==> config.mk <==
export PLATFORM = sky130hd
export DESIGN_NAME = uart_tx_arbiter_flat
export DESIGN_NICKNAME = d
export VERILOG_FILES = /design/src/rtl/uart_tx_arbiter_if.sv /design/src/rtl/uart_tx_arbiter.sv /design/src/flat_wrapper.sv
export SDC_FILE = /design/constraint.sdc
export NUM_CORES = 1
export LEC_CHECK = 0
export CAP_MARGIN = 20
export CORE_MARGIN = 4
export CORE_UTILIZATION = 46
export DETAILED_ROUTE_END_ITERATION = 8
export PLACE_DENSITY = 0.8
export SLEW_MARGIN = 20
export SYNTH_ARGS = -nofsm -noshare
export SYNTH_HDL_FRONTEND = slang
export SYNTH_SLANG_ARGS = --single-unit
==> constraint.sdc <==
create_clock -name clk -period 3.2 [get_ports clk]
set_input_delay 0.48 -clock clk [delete_from_list [all_inputs] [get_ports clk]]
set_output_delay 0.48 -clock clk [all_outputs]
set_load 0.02 [all_outputs]
==> src/rtl/uart_tx_arbiter_if.sv <==
// Handshake bundle between the byte-stream requesters, the arbiter and the UART TX FIFO write port.
// The requester/FIFO side uses modport master, the arbiter uses modport slave.
interface uart_tx_arbiter_if #(
  parameter int NREQ = 4
);
  localparam int GW = (NREQ > 1) ? $clog2(NREQ) : 1;

  logic [NREQ-1:0]   req_valid;
  logic [8*NREQ-1:0] req_data;
  logic [NREQ-1:0]   req_last;
  logic [NREQ-1:0]   req_ready;
  logic              tx_full;
  logic [7:0]        w_data;
  logic              wr_uart;
  logic              busy;
  logic [GW-1:0]     grant_id;
  logic              truncated;
  logic              abort;

  modport master (
    output req_valid, req_data, req_last, tx_full,
    input  req_ready, w_data, wr_uart, busy, grant_id, truncated, abort
  );

  modport slave (
    input  req_valid, req_data, req_last, tx_full,
    output req_ready, w_data, wr_uart, busy, grant_id, truncated, abort
  );
endinterface

==> src/rtl/uart_tx_arbiter.sv <==
// Round-robin arbiter sharing one UART transmitter between NREQ byte-stream requesters.
// A grant is held for a whole message, capped at MAX_LEN bytes and revoked after TIMEOUT idle cycles.
module uart_tx_arbiter #(
  parameter int NREQ    = 4,
  parameter int MAX_LEN = 16,
  parameter int TIMEOUT = 1024
) (
  input logic              clk,
  input logic              reset,
  uart_tx_arbiter_if.slave bus
);
  localparam int GW = (NREQ > 1) ? $clog2(NREQ) : 1;
  localparam int CW = $clog2(MAX_LEN + 1);
  localparam int SW = $clog2(TIMEOUT + 1);

  localparam logic [0:0] IDLE = 1'b0;
  localparam logic [0:0] XFER = 1'b1;

  localparam logic [GW-1:0] LAST_ID   = GW'(NREQ - 1);
  localparam logic [CW-1:0] LEN_LIMIT = CW'(MAX_LEN - 1);
  localparam logic [SW-1:0] STALL_LIM = SW'(TIMEOUT - 1);

  logic [0:0]    state_r;
  logic [GW-1:0] grant_id_r;
  logic [CW-1:0] byte_cnt_r;
  logic [SW-1:0] stall_cnt_r;
  logic [7:0]    w_data_r;
  logic          wr_uart_r;
  logic          truncated_r;
  logic          abort_r;

  logic [0:0]      state_s;
  logic [GW-1:0]   grant_id_s;
  logic [CW-1:0]   byte_cnt_s;
  logic [SW-1:0]   stall_cnt_s;
  logic [7:0]      w_data_s;
  logic            wr_uart_s;
  logic            truncated_s;
  logic            abort_s;
  logic [NREQ-1:0] ready_s;
  logic [GW-1:0]   winner_s;
  logic            any_req_s;
  logic            g_valid_s;
  logic            g_last_s;
  logic [7:0]      g_data_s;
  logic            accept_s;

  // First asserted request searched cyclically from the slot after the previous grant.
  function automatic logic [GW-1:0] rr_pick(input logic [NREQ-1:0] valid, input logic [GW-1:0] prev);
    logic [GW-1:0] pick;
    logic [GW-1:0] idx;
    logic          found;
    pick  = prev;
    found = 1'b0;
    for (int i = 1; i <= NREQ; i++) begin
      idx   = GW'((int'(prev) + i) % NREQ);
      pick  = found ? pick : (valid[idx] ? idx : pick);
      found = found | valid[idx];
    end
    return pick;
  endfunction

  assign any_req_s = |bus.req_valid;
  assign winner_s  = rr_pick(bus.req_valid, grant_id_r);
  assign g_valid_s = bus.req_valid[grant_id_r];
  assign g_last_s  = bus.req_last[grant_id_r];
  assign g_data_s  = bus.req_data[{grant_id_r, 3'b000} +: 8];
  assign accept_s  = g_valid_s & ready_s[grant_id_r];

  // Only the granted lane may be ready; ~wr_uart_r covers the one-cycle lag of tx_full.
  always_comb begin
    ready_s = '0;
    if ((state_r == XFER) && !bus.tx_full && !wr_uart_r) begin
      ready_s[grant_id_r] = 1'b1;
    end else begin
      ready_s = '0;
    end
  end

  // Next-state logic: arbitration in IDLE, byte acceptance, length cap and stall timeout in XFER.
  always_comb begin
    state_s     = state_r;
    grant_id_s  = grant_id_r;
    byte_cnt_s  = byte_cnt_r;
    stall_cnt_s = stall_cnt_r;
    w_data_s    = w_data_r;
    wr_uart_s   = 1'b0;
    truncated_s = 1'b0;
    abort_s     = 1'b0;
    case (state_r)
      IDLE: begin
        if (any_req_s) begin
          grant_id_s  = winner_s;
          state_s     = XFER;
          byte_cnt_s  = '0;
          stall_cnt_s = '0;
        end else begin
          state_s = IDLE;
        end
      end
      XFER: begin
        if (accept_s) begin
          wr_uart_s   = 1'b1;
          w_data_s    = g_data_s;
          byte_cnt_s  = byte_cnt_r + CW'(1);
          stall_cnt_s = '0;
          if (g_last_s) begin
            state_s = IDLE;
          end else if (byte_cnt_r == LEN_LIMIT) begin
            state_s     = IDLE;
            truncated_s = 1'b1;
          end else begin
            state_s = XFER;
          end
        end else if (g_valid_s) begin
          // Waiting on tx_full while still valid is not a stall.
          stall_cnt_s = '0;
        end else if (stall_cnt_r == STALL_LIM) begin
          stall_cnt_s = '0;
          abort_s     = 1'b1;
          state_s     = IDLE;
        end else begin
          stall_cnt_s = stall_cnt_r + SW'(1);
        end
      end
      default: begin
        state_s = IDLE;
      end
    endcase
  end

  // State and output registers; reset drops any pending write immediately.
  always_ff @(posedge clk or posedge reset) begin
    if (reset) begin
      state_r     <= IDLE;
      grant_id_r  <= LAST_ID;
      byte_cnt_r  <= '0;
      stall_cnt_r <= '0;
      w_data_r    <= 8'h00;
      wr_uart_r   <= 1'b0;
      truncated_r <= 1'b0;
      abort_r     <= 1'b0;
    end else begin
      state_r     <= state_s;
      grant_id_r  <= grant_id_s;
      byte_cnt_r  <= byte_cnt_s;
      stall_cnt_r <= stall_cnt_s;
      w_data_r    <= w_data_s;
      wr_uart_r   <= wr_uart_s;
      truncated_r <= truncated_s;
      abort_r     <= abort_s;
    end
  end

  assign bus.req_ready = ready_s;
  assign bus.w_data    = w_data_r;
  assign bus.wr_uart   = wr_uart_r;
  assign bus.busy      = (state_r == XFER);
  assign bus.grant_id  = grant_id_r;
  assign bus.truncated = truncated_r;
  assign bus.abort     = abort_r;
endmodule

==> src/flat_wrapper.sv <==
// flat-port wrapper written by rule: the top's interface ports become plain ports
module uart_tx_arbiter_flat 
#(
  parameter int NREQ    = 4,
  parameter int MAX_LEN = 16,
  parameter int TIMEOUT = 1024
)
  (clk, reset, bus_req_valid, bus_req_data, bus_req_last, bus_tx_full, bus_req_ready, bus_w_data, bus_wr_uart, bus_busy, bus_grant_id, bus_truncated, bus_abort);
  uart_tx_arbiter_if #(.NREQ(NREQ)) bus_i ();
  input logic clk;
  input logic reset;
  input wire logic [$bits(bus_i.req_valid)-1:0] bus_req_valid;
  input wire logic [$bits(bus_i.req_data)-1:0] bus_req_data;
  input wire logic [$bits(bus_i.req_last)-1:0] bus_req_last;
  input wire logic [$bits(bus_i.tx_full)-1:0] bus_tx_full;
  output wire logic [$bits(bus_i.req_ready)-1:0] bus_req_ready;
  output wire logic [$bits(bus_i.w_data)-1:0] bus_w_data;
  output wire logic [$bits(bus_i.wr_uart)-1:0] bus_wr_uart;
  output wire logic [$bits(bus_i.busy)-1:0] bus_busy;
  output wire logic [$bits(bus_i.grant_id)-1:0] bus_grant_id;
  output wire logic [$bits(bus_i.truncated)-1:0] bus_truncated;
  output wire logic [$bits(bus_i.abort)-1:0] bus_abort;
  assign bus_i.req_valid = bus_req_valid;
  assign bus_i.req_data = bus_req_data;
  assign bus_i.req_last = bus_req_last;
  assign bus_i.tx_full = bus_tx_full;
  assign bus_req_ready = bus_i.req_ready;
  assign bus_w_data = bus_i.w_data;
  assign bus_wr_uart = bus_i.wr_uart;
  assign bus_busy = bus_i.busy;
  assign bus_grant_id = bus_i.grant_id;
  assign bus_truncated = bus_i.truncated;
  assign bus_abort = bus_i.abort;
  uart_tx_arbiter #(.NREQ(NREQ), .MAX_LEN(MAX_LEN), .TIMEOUT(TIMEOUT)) u_core (.clk(clk), .reset(reset), .bus(bus_i));
endmodule
==> impl_metrics.json <==
{
  "rsz0062_at_grt": "no",
  "die_h_um": 72.11,
  "drtAntennaViolNets": 0,
  "worstPathArrival_ns": 2.19,
  "avgSynthCellArea_um2": 11.39,
  "crit_fanout": 12,
  "synthDistinctLibCells": 43,
  "synth_fp_nets": 216,
  "wirelength_um": 4484,
  "wl_per_cell_um": 15.96,
  "status": "finished, final reports clean",
  "max_freq_ghz": 0.3747,
  "finalSetupTns_ns": 0,
  "grt_pass1_wl_um": 7500,
  "maxCapViolations": 0,
  "netlist_instances": 166,
  "overflow": 0,
  "end_kind": "output port",
  "drtIter0Drc": 42,
  "synth-seq-area-share_pct": 39.84,
  "ys_seq_elements": 30,
  "clock_latency_ns": 0.29,
  "min_period_ns": 2.669,
  "drc": 0,
  "dr_total_vias": 1586,
  "min_path_type": "flop to flop",
  "grt_pass1_vias": 1619,
  "io_pins": 61,
  "post_cts_resized": 0,
  "post-route-period-util_pct": 83.41,
  "routed_via_density": 5.644,
  "syn_area_um2": 1891,
  "post-route-util_pct": 66.22,
  "port-buffer-count": 60,
  "finalPower_w": 0.002018,
  "nets": 280,
  "yosysTopAreaCellShare_pct": 37.06,
  "yosysTopAreaCell": "dfrtp_1",
  "ir_worst_vdd_v": 0.0004050,
  "clk_pin_slew_ns": 0.07,
  "cts_htree_levels": 2,
  "dp_hpwl_um": 3375,
  "yosys_warnings": 0,
  "core_um2": 4000,
  "placementRows": 23,
  "setup_viol": 0,
  "power_leakage_nw": 1.098,
  "worstPathRequired_ns": 2.72,
  "cts_tree": "yes",
  "gr-usage-all-layers_pct": 18.95,
  "dieArea_um2": 5200,
  "dr.pass1.iters": 4,
  "grt_start_max_net_pins": 31,
  "finClkSkew_ns": 0.004546,
  "finalMaxSlewViolations": 0,
  "start_util_pct": 47.26,
  "cts_root_buffer": "clkbuf_8",
  "area.growth.synth_to_final_pct": 40.11,
  "cts_sinks": 30,
  "start_kind": "flop",
  "clock_path_buffers": 2,
  "p_per_area_nw_per_um2": 761.7,
  "cts_inserted_buffers": 5,
  "crit_type": "flop to output port",
  "cts_setup_buffers": 0,
  "synth_area_leaders": "dfrtp_1, mux4_2, mux4_1",
  "hold_viol": 0,
  "relSlewSlack_pct": 54.41,
  "drive_gt1_share_pct": 16.02,
  "antenna_cells": 0,
  "die_x_um": 72.11,
  "cts_hold_buf": 0,
  "antenna_found_initial": 0,
  "gp_congestion": 0.7819,
  "tightest_slew_ns": 0.6787
}
[logic make-up (layout without fill, tap and decap cells)]
logic type | after synthesis | after routing | share of synthesized area (%)
XOR/XNOR | 4 | 4 | 1.853
multiplexers | 25 | 25 | 23.89
AND/OR/NAND/NOR | 55 | 55 | 15.42
AO/OA/AOI/OAI | 31 | 31 | 10.66
buffers and inverters | 14 | 79 | 3.706
flip-flops | 30 | 30 | 39.84
adder cells (fa/ha/maj) | 7 | 7 | 4.632
[cell usage after synthesis (all sizes together)]
library cell and number:
dfrtp 28, mux4 14, nand2 14, o21ai 12, nand3 10, mux2 9, nor2 9, ha 7
inv 7, nand2b 6, a21oi 5, a31oi 5, and2 5, buf 5, xor2 3, clkbuf 2
dfstp 2, mux2i 2, nor2b 2, nor3b 2, a211oi 1, a22o 1, a41oi 1, and3 1
nand3b 1, nand4 1, nor3 1, nor4 1, nor4b 1, o21a 1, o21bai 1, o221ai 1
o31ai 1, o32ai 1, o41ai 1, or2 1, xnor2 1
[area by class of cell]
class,count,area [µm²]
Fill cell,326,1351
Multi-Input combinational cell,122,1067
Sequential cell,30,753.2
Timing Repair Buffer,64,630.6
Clock buffer,5,68.82
Tap cell,50,62.56
Clock inverter,3,40.04
Inverter,7,26.28
[report_power, final]
part | switching [W] | total, W | leakage [nW] | internal (W)
registers | 0.000116 | 0.000604 | 0.389 | 0.000488
logic | 0.000469 | 0.00103 | 0.651 | 0.000566
clock network | 0.000150 | 0.000379 | 0.0579 | 0.000229
[cells in the final DEF (no fill, tap or decap), drive strengths merged, types with 2 or more instances in the layout]
master,count
nor3b,2
inv,7
nand2,14
nor2,9
mux2,9
nand2b,6
dfstp,2
nor2b,2
ha,7
mux4,14
buf,4
nand3,10
xor2,3
mux2i,2
clkdlybuf4s50,60
clkinv,2
and2,5
clkbuf,5
a21oi,5
a31oi,5
dfrtp,28
o21ai,12
[critical path, cell delays in order, from the launching register on]
cell,delay [ns]
dfstp_2,0.69
buf_4,0.28
ha_1,0.19
and2_1,0.13
clkdlybuf4s50_1,0.61
[registers in the layout, summed over array words and instances, names as in the netlist]
| signal | count |
|---|---|
| u_core.byte_cnt_r | 5 |
| u_core.bus.busy | 1 |
| u_core.stall_cnt_r | 11 |
| u_core.bus.w_data | 8 |
| u_core.bus.grant_id | 2 |
| u_core.bus.abort | 1 |
| u_core.bus.truncated | 1 |
| u_core.bus.wr_uart | 1 |
[through the flow]
step | worst slack [ns] | hold WS (ns) | instances | cell area, µm²
after detailed placement | 0.7212 | 0.4775 | 273 | 2540
after CTS | 0.5002 | 0.4945 | 281 | 2649
final | 0.5309 | 0.4919 | 281 | 2649
after global placement | 0.7667 | 0.4732 | 273 | 2540
after floorplan | 0.5236 | 0.4582 | 166 | 1891
after global routing | 0.4179 | 0.5161 | 281 | 2649
[worst paths after layout]
check                                            start                endpoint  cells past startpoint  slack, ns
worst max-delay path            u_core.bus.grant_id[0]        bus_req_ready[1]                      4       0.53
worst min-delay path            u_core.stall_cnt_r[10]  u_core.stall_cnt_r[10]                      1       0.49
worst max register to register  u_core.bus.grant_id[0]    u_core.bus.w_data[1]                      4       0.81
worst min register to register  u_core.stall_cnt_r[10]  u_core.stall_cnt_r[10]                      1       0.49
max in group asynchronous                        reset  u_core.bus.grant_id[1]                      3       2.30
min in group asynchronous                        reset   u_core.stall_cnt_r[1]                      3       0.58
[per-layer routing]
layer	part of all wire, %	up-vias	GRT usage, %
met5	0	-	0
met4	1.9	0	7.098
met3	4.7	11	5.263
met2	54	43	33.16
met1	39	783	21.97
li1	-	749	-
Power figures use the tool's default switching activity.
